<file path="src/rtl/instruction_fetch_unit.sv">
// ============================================================================
// Module   : instruction_fetch_unit
// Brief    : IF stage that owns the PC, fetches from a combinational-read
//            instruction memory and fills the IF/ID pipeline register.
// Revision : 1.0 - initial release
// ============================================================================
`default_nettype none

module instruction_fetch_unit #(
  parameter int           ADDRESSWIDTH        = 32,
  parameter int           INSTRUCTION_WIDTH   = 32,
  parameter int           BYTESPERINSTRUCTION = 4,
  parameter logic [ADDRESSWIDTH-1:0] RESET_PC = '0,
  parameter logic [5:0]   HALT_OPCODE         = 6'h11
) (
  input  logic                         clk,
  input  logic                         reset,
  output logic [ADDRESSWIDTH-1:0]      imem_address,
  input  logic [INSTRUCTION_WIDTH-1:0] imem_instruction,
  input  logic                         stall,
  input  logic                         redirect_valid,
  input  logic [ADDRESSWIDTH-1:0]      redirect_target,
  output logic                         ifid_valid,
  output logic [INSTRUCTION_WIDTH-1:0] ifid_instruction,
  output logic [ADDRESSWIDTH-1:0]      ifid_pc,
  output logic [ADDRESSWIDTH-1:0]      ifid_pc_plus4,
  output logic                         halted,
  output logic                         misaligned_fault,
  output logic [31:0]                  fetch_count
);

  localparam int                    c_ALIGN_BITS = $clog2(BYTESPERINSTRUCTION);
  localparam logic [ADDRESSWIDTH-1:0] c_INC      = ADDRESSWIDTH'(BYTESPERINSTRUCTION);

  typedef enum logic [1:0] {
    S_FETCH  = 2'd0,
    S_HALTED = 2'd1,
    S_FAULT  = 2'd2
  } state_t;

  state_t                         r_state,  w_state_next;
  logic [ADDRESSWIDTH-1:0]        r_pc,     w_pc_next;
  logic                           r_valid,  w_valid_next;
  logic [INSTRUCTION_WIDTH-1:0]   r_instr,  w_instr_next;
  logic [ADDRESSWIDTH-1:0]        r_ipc,    w_ipc_next;
  logic [ADDRESSWIDTH-1:0]        r_ipc4,   w_ipc4_next;
  logic [31:0]                    r_count,  w_count_next;

  logic [ADDRESSWIDTH-1:0]        w_pc_inc;
  logic                           w_target_aligned;
  logic                           w_is_halt;

  assign w_pc_inc         = r_pc + c_INC;
  assign w_target_aligned = (redirect_target[c_ALIGN_BITS-1:0] == '0);
  assign w_is_halt        = (imem_instruction[INSTRUCTION_WIDTH-1 -: 6] == HALT_OPCODE);

  always_ff @(posedge clk or posedge reset) begin
    if (reset) begin
      r_state <= S_FETCH;
      r_pc    <= RESET_PC;
      r_valid <= 1'b0;
      r_instr <= '0;
      r_ipc   <= '0;
      r_ipc4  <= '0;
      r_count <= '0;
    end else begin
      r_state <= w_state_next;
      r_pc    <= w_pc_next;
      r_valid <= w_valid_next;
      r_instr <= w_instr_next;
      r_ipc   <= w_ipc_next;
      r_ipc4  <= w_ipc4_next;
      r_count <= w_count_next;
    end
  end

  always_comb begin
    w_state_next = r_state;
    w_pc_next    = r_pc;
    w_valid_next = r_valid;
    w_instr_next = r_instr;
    w_ipc_next   = r_ipc;
    w_ipc4_next  = r_ipc4;
    w_count_next = r_count;

    unique case (r_state)
      S_FETCH: begin
        if (redirect_valid) begin
          w_pc_next    = redirect_target;
          w_valid_next = 1'b0;
          w_instr_next = '0;
          if (!w_target_aligned) w_state_next = S_FAULT;
        end else if (!stall) begin
          w_valid_next = 1'b1;
          w_instr_next = imem_instruction;
          w_ipc_next   = r_pc;
          w_ipc4_next  = w_pc_inc;
          w_count_next = (r_count == 32'hFFFF_FFFF) ? r_count : r_count + 32'd1;
          // A HALT is delivered downstream but the PC parks on it.
          if (w_is_halt) w_state_next = S_HALTED;
          else           w_pc_next    = w_pc_inc;
        end
      end
      S_HALTED: begin
        if (redirect_valid) begin
          w_pc_next    = redirect_target;
          w_valid_next = 1'b0;
          w_instr_next = '0;
          w_state_next = w_target_aligned ? S_FETCH : S_FAULT;
        end else if (!stall) begin
          w_valid_next = 1'b0;
          w_instr_next = '0;
        end
      end
      S_FAULT: begin
        w_valid_next = 1'b0;
        w_instr_next = '0;
      end
      default: w_state_next = S_FETCH;
    endcase
  end

  assign imem_address     = r_pc;
  assign ifid_valid       = r_valid;
  assign ifid_instruction = r_instr;
  assign ifid_pc          = r_ipc;
  assign ifid_pc_plus4    = r_ipc4;
  assign halted           = (r_state == S_HALTED);
  assign misaligned_fault = (r_state == S_FAULT);
  assign fetch_count      = r_count;

endmodule

`default_nettype wire

</file>
<file path="config.mk">
export PLATFORM = sky130hd
export DESIGN_NAME = instruction_fetch_unit
export DESIGN_NICKNAME = d
export VERILOG_FILES = /design/src/rtl/instruction_fetch_unit.sv
export SDC_FILE = /design/constraint.sdc
export NUM_CORES = 1
export LEC_CHECK = 0
export ABC_AREA = 1
export BUFFER_PORTS_ARGS = -buffer_cell sky130_fd_sc_hd__buf_2
export CORE_MARGIN = 4
export CORE_UTILIZATION = 48
export DETAILED_ROUTE_END_ITERATION = 12
export PLACE_DENSITY = 0.81
export SLEW_MARGIN = 20
export SYNTH_ARGS = -nofsm -noshare
export SYNTH_HDL_FRONTEND = slang
export SYNTH_SLANG_ARGS = --single-unit
export TNS_END_PERCENT = 20
</file>
<file path="constraint.sdc">
create_clock -name clk -period 10.17 [get_ports clk]
set_clock_uncertainty 0.15 [all_clocks]
set_input_delay 2.034 -clock clk [delete_from_list [all_inputs] [get_ports clk]]
set_output_delay 2.034 -clock clk [all_outputs]
set_load 0.01 [all_outputs]
</file>
# --- After elaboration in Yosys (flattened, before gate mapping) ---
# Index checks and enable logic that the tools add are counted.
# W data, S select, Z words.
classes:
  addsub: 2
  n_reduce_logical: 9
  eq_ne: 10
  n_mux: 22
  bitwise: 4
ops:
  columns: ["operator", "count"]
  rows:
  - ["$mux W32", 8]
  - ["$pmux W32 S3", 1]
  - ["$pmux W32 S2", 1]
  - ["$add A32 B1 Y32 const B", 1]
  - ["$add A32 B3 Y32 const B", 1]
  - ["$eq A32 B32 Y1 const B", 1]
  - ["$ne A3 B3 Y1 const B", 5]
  - ["$mux W2", 6]
  - ["$reduce_and A4 Y1", 2]
  - ["$eq A6 B5 Y1 const B", 1]
  - ["$pmux W2 S3", 1]
  - ["$reduce_and A3 Y1", 2]
  - ["$reduce_and A5 Y1", 1]
  - ["$logic_not A2 Y1", 2]
  - ["$mux W1", 4]
  - ["$not A1 Y1", 4]
  - ["$pmux W1 S3", 1]
  - ["$reduce_bool A3 Y1", 1]
  - ["$eq A2 B1 Y1 const B", 1]
  - ["$eq A2 B2 Y1 const B", 1]
  - ["$ne A2 B2 Y1 const B", 1]
  - ["$reduce_bool A2 Y1", 1]
word_totals:
  regBits: 163
  input_bits: 68
  wordCells: 54
  output_inout_bits: 163

# --- Logic depth before layout (Yosys ltp) ---
depth:
  depth_word: 5
  ltp_mapped: 12
  ltp_nobuf: 10

# --- Least setup slack after synthesis ---
# Ideal clock, no wire load.
synth_timing:
  path_type: "in2reg"
  start: "in redirect_valid"
  end: "reg r_pc[19] (netlist: imem_address[19])"
  cell_stages: 11
  arrival_time_ns: 3.109
  setup_time_ns: 0.116
  path_slack_ns: 6.795
  n_path_buf: 3
  required_ns: 9.904
  cell_sequence: "clkbuf_2 inv_1 nand2_1 o21ai_0 nor2_1 nand2_1 buf_2 buf_2 nor2_1 nand2_1 nand2_1"
synth_between:
  elab_chain_cells: 2
  word_cells_on_any_way: 6
  cone_classes: "eq/ne: 3; mux: 2; reduce/logical: 1"
synth_rtl:
  columns: ["element", "line_no", "text"]
  rows:
  - ["start, declared", "21", "input logic redirect_valid,"]
  - ["$ne A3 B3 Y1 (no source line), or another cell as far along", null, null]
  - ["$reduce_and A4 Y1 (no source line) / $pmux W32 S2 (equally long branches)", null, null]
  - ["end signal, assigned", "68", "r_pc <= w_pc_next;"]
  - ["end, declared", "42", "logic [ADDRESSWIDTH-1:0] r_pc, w_pc_next;"]
# Parallel ways exist; a longest one is shown, timed or not.
# A chain may end at the register's enable or synchronous reset.

# --- Final worst setup path ---
layout_timing:
  start: "in redirect_valid"
  end: "reg r_count[27] (netlist: fetch_count[27])"
layout_between:
  elab_chain_cells: 2
layout_rtl:
  columns: ["element", "line_no", "text"]
  rows:
  - ["$not A1 Y1 (no source line)", null, null]
  - ["$reduce_and A4 Y1 (no source line)", null, null]
  - ["end signal, assigned", "73", "r_count <= w_count_next;"]
  - ["end, declared", "47", "logic [31:0] r_count, w_count_next;"]
# Every way passes these cells.

==> impl_metrics.ini <==
[setup_path]
crit_fanout = 82
r2r-start = r_state[0]$_DFFE_PP0P_
path_class = in -> reg
worstReg2RegEnd = fetch_count[27]$_DFFE_PP0P_
critPathMaxStageDelay_ns = 0.56
ff2ff_setup_slack_ns = 7.24
crit_chain = buf_2, nor2_1, nand2_2, buf_4, clkinv_1, nand2_4, inv_2, nand2_1, o21ai_0
cp-end-kind = flip-flop
critPathArrivalTime_ns = 4.11
slowest_stage = buf_4
worst-r2r-cell-count = 9
cpLargestDelayFamily = buffers and inverters
start_kind = input pin
path_buf_inv = 4
worstPathRequired_ns = 10.30

[yosys]
synthSimpleGateAreaFrac = 0.3314
muxShareOfSynthArea = 0.002417
yosysWarnings = 0
yosys_most_used_dff = dfrtp_1
synth_top_cell_by_area = dfrtp_1
synth_adder_area_share = 0.007552
synth-compound-area-share = 0.07718
synth_edf_count = 0
syn_inst = 1137
ys_types = 31
synthXorXnorAreaFrac = 0.02009
synth_area_leaders = dfrtp_1 49%, nand2_1 19%, nor2_1 6.8%
yosys-top-cells-count = 423 x nand2_1, 161 x dfrtp_1, 151 x nor2_1, 106 x inv_1, 101 x o21ai_0
synth_nets = 1210
syn_avg_cell_area_sq_um = 7.286
synth_most_common_cell = nand2_1
synthArstFlopShare = 1.000
synth_top_family_by_area = simple AND/OR/NAND/NOR gates
synth.ff_latch_count = 161
yosysSeqAreaShare = 0.4863
synth_top_area_frac = 0.4863
syn-cell-area_sq_um = 8284

[route]
wl_met2_mm = 11.25
via_per_inst = 5.095
drtIter0Drc = 641
dr.pass1.iters = 7
wl_per_cell_microns = 15.05
totalWireLength_mm = 23.82
ant_nets = 0
highest_layer = met4
vias = 8061
drc_errors = 0
met3_wirelength_mm = 1.548
met1_length_mm = 10.37

[final_layout]
area_growth_pct = 24.36
fin_nets = 1421
drive_gt1_frac = 0.2094
seq_area_sq_um = 4029
num-fill-cells = 1512
multiInputGateArea_sq_um = 3662

[placement]
place_hpwl_mm = 16.95
gp_congestion = 0.9172
numPortBuffers = 230

[pwr]
power.total_mw = 3.122
p_per_area_nw_per_um2 = 303.0
p_leak_nw = 5.389
peakVddDrop_uv = 140.2

[min_path]
holdPathEnd = ifid_pc[8]$_DFFE_PP0P_
min_path_type = reg -> reg
min_from = ifid_pc[8]$_DFFE_PP0P_
holdPathStages = 2

[cts]
clockBufferDepth = 2
cts_setup_buffers = 0
cts_root_buffer = clkbuf_16
worstSkewPairLatency_ns = 0.43
cts_tree = yes
cts_hold_buf = 0
cts.reportedPaths.clkPinSlew_ns = 0.07
clock-sinks = 161
cts_resized = 0
cts_buffers = 17
cts_htree_levels = 4

[timing]
slew_headroom = 0.3554
setup_tns_ns = 0
post-route-period-util = 0.3922
worst_slew_pin_slew_ns = 0.9634
drv_slew = 0
setup_viol = 0
final_hold_viol_count = 0
fmax_mhz = 250.7
period_needed_ns = 3.988
rsz0062_at_grt = no

[outcome]
status = finished clean

[floorplan]
core_area_sq_um = 16760
dieHeight_microns = 139.4
die_width_microns = 139.4
initial_utilization = 0.4943
dieArea_sq_um = 19420
rows = 47
pin_count = 231

[run]
cap_violations = 0

[global_route]
grt_remaining_overflow = 0
grt_pass1_wl_mm = 39.01
antenna_found_initial = 1
grt_pass1_vias = 7679
grt_max_degree = 86
grt_usage = 0.2465
-- through the flow --
| step | util | setup slack, ns | area (sq um) | std cells | hold slack (ns) |
|---|---|---|---|---|---|
| global placement | 0.5698 | 5.877 | 9549 | 1547 | 0.3090 |
| finish | 0.6147 | 6.182 | 10300 | 1582 | 0.3217 |
| CTS | 0.6129 | 6.169 | 10270 | 1580 | 0.3267 |
| global route | 0.6147 | 5.881 | 10300 | 1582 | 0.3522 |
| floorplan | - | 3.638 | 8284 | 1137 | 0.3150 |
| detailed placement | 0.5717 | 5.747 | 9582 | 1548 | 0.3098 |
-- per-layer routing --
layer  global-route usage  up-vias
li1                     -     3980
met2               0.3969      312
met3              0.04631       45
met4              0.08702        0
met5                    0        -
met1               0.3358     3724
-- area by class of cell --
cell class | instances | share of cell area
Antenna cell | 1 | 0.0002429
Clock buffer | 19 | 0.04202
Clock inverter | 13 | 0.02502
Inverter | 107 | 0.03947
Multi-Input combinational cell | 825 | 0.3555
Sequential cell | 161 | 0.3911
Tap cell | 220 | 0.02672
Timing Repair Buffer | 236 | 0.1200
-- kinds of logic after synthesis --
| kind of cell | count (synthesis) |
|---|---|
| AO/OA/AOI/OAI | 121 |
| AND/OR/NAND/NOR | 678 |
| flip-flops | 161 |
| buffers and inverters | 151 |
| multiplexers | 2 |
| XOR/XNOR | 19 |
| adder cells (fa/ha/maj) | 5 |
-- power breakdown --
part           internal, mW  switching [mW]
logic                 0.437           0.774
clock network         0.487           0.269
registers             0.906           0.249
total                  1.83            1.29
-- how the worst max path moves through the flow --
stage	slack [ns]	cells past startpoint	to	from
after floorplan	3.64	1	fetch_count[0]$_DFFE_PP0P_	reset
after global placement	5.88	9	fetch_count[23]$_DFFE_PP0P_	redirect_valid
after detailed placement	5.75	9	fetch_count[20]$_DFFE_PP0P_	redirect_valid
after CTS	6.17	9	fetch_count[27]$_DFFE_PP0P_	redirect_valid
after global routing	5.88	9	fetch_count[27]$_DFFE_PP0P_	redirect_valid
final	6.18	9	fetch_count[27]$_DFFE_PP0P_	redirect_valid
-- state kept, by name, summed over array words and instances (netlist names) --
signal and flops:
fetch_count 32, ifid_instruction 32, ifid_pc 32, imem_address 32, ifid_pc_plus4 30, r_state 2, ifid_valid 1
-- tightest hold or removal path, cell delays in order, from the launching register on --
cell and delay, ns:
dfrtp_1 0.34, nand2_1 0.05, nand2_1 0.05
-- cell usage in the layout (no fill, tap or decap), types with 2 or more instances in the layout --
master / count
clkbuf_1: 2
buf_4: 4
o22ai_1: 2
bufinv_16: 7
clkinvlp_4: 4
buf_2: 230
inv_6: 2
a31oi_1: 11
nand2_2: 2
and2_1: 2
nor2_4: 4
nand2_1: 421
o21ai_0: 101
inv_1: 104
nor3_1: 2
buf_16: 2
mux2i_1: 2
clkbuf_16: 17
nand2_4: 3
o21ai_2: 4
nor2_1: 150
xor2_1: 17
nor2_2: 2
nand3_1: 82
ha_1: 5
nand4_1: 3
nand3b_1: 5
xnor2_1: 2
dfrtp_1: 161
Note: power is estimated with default switching activity, not from simulation.
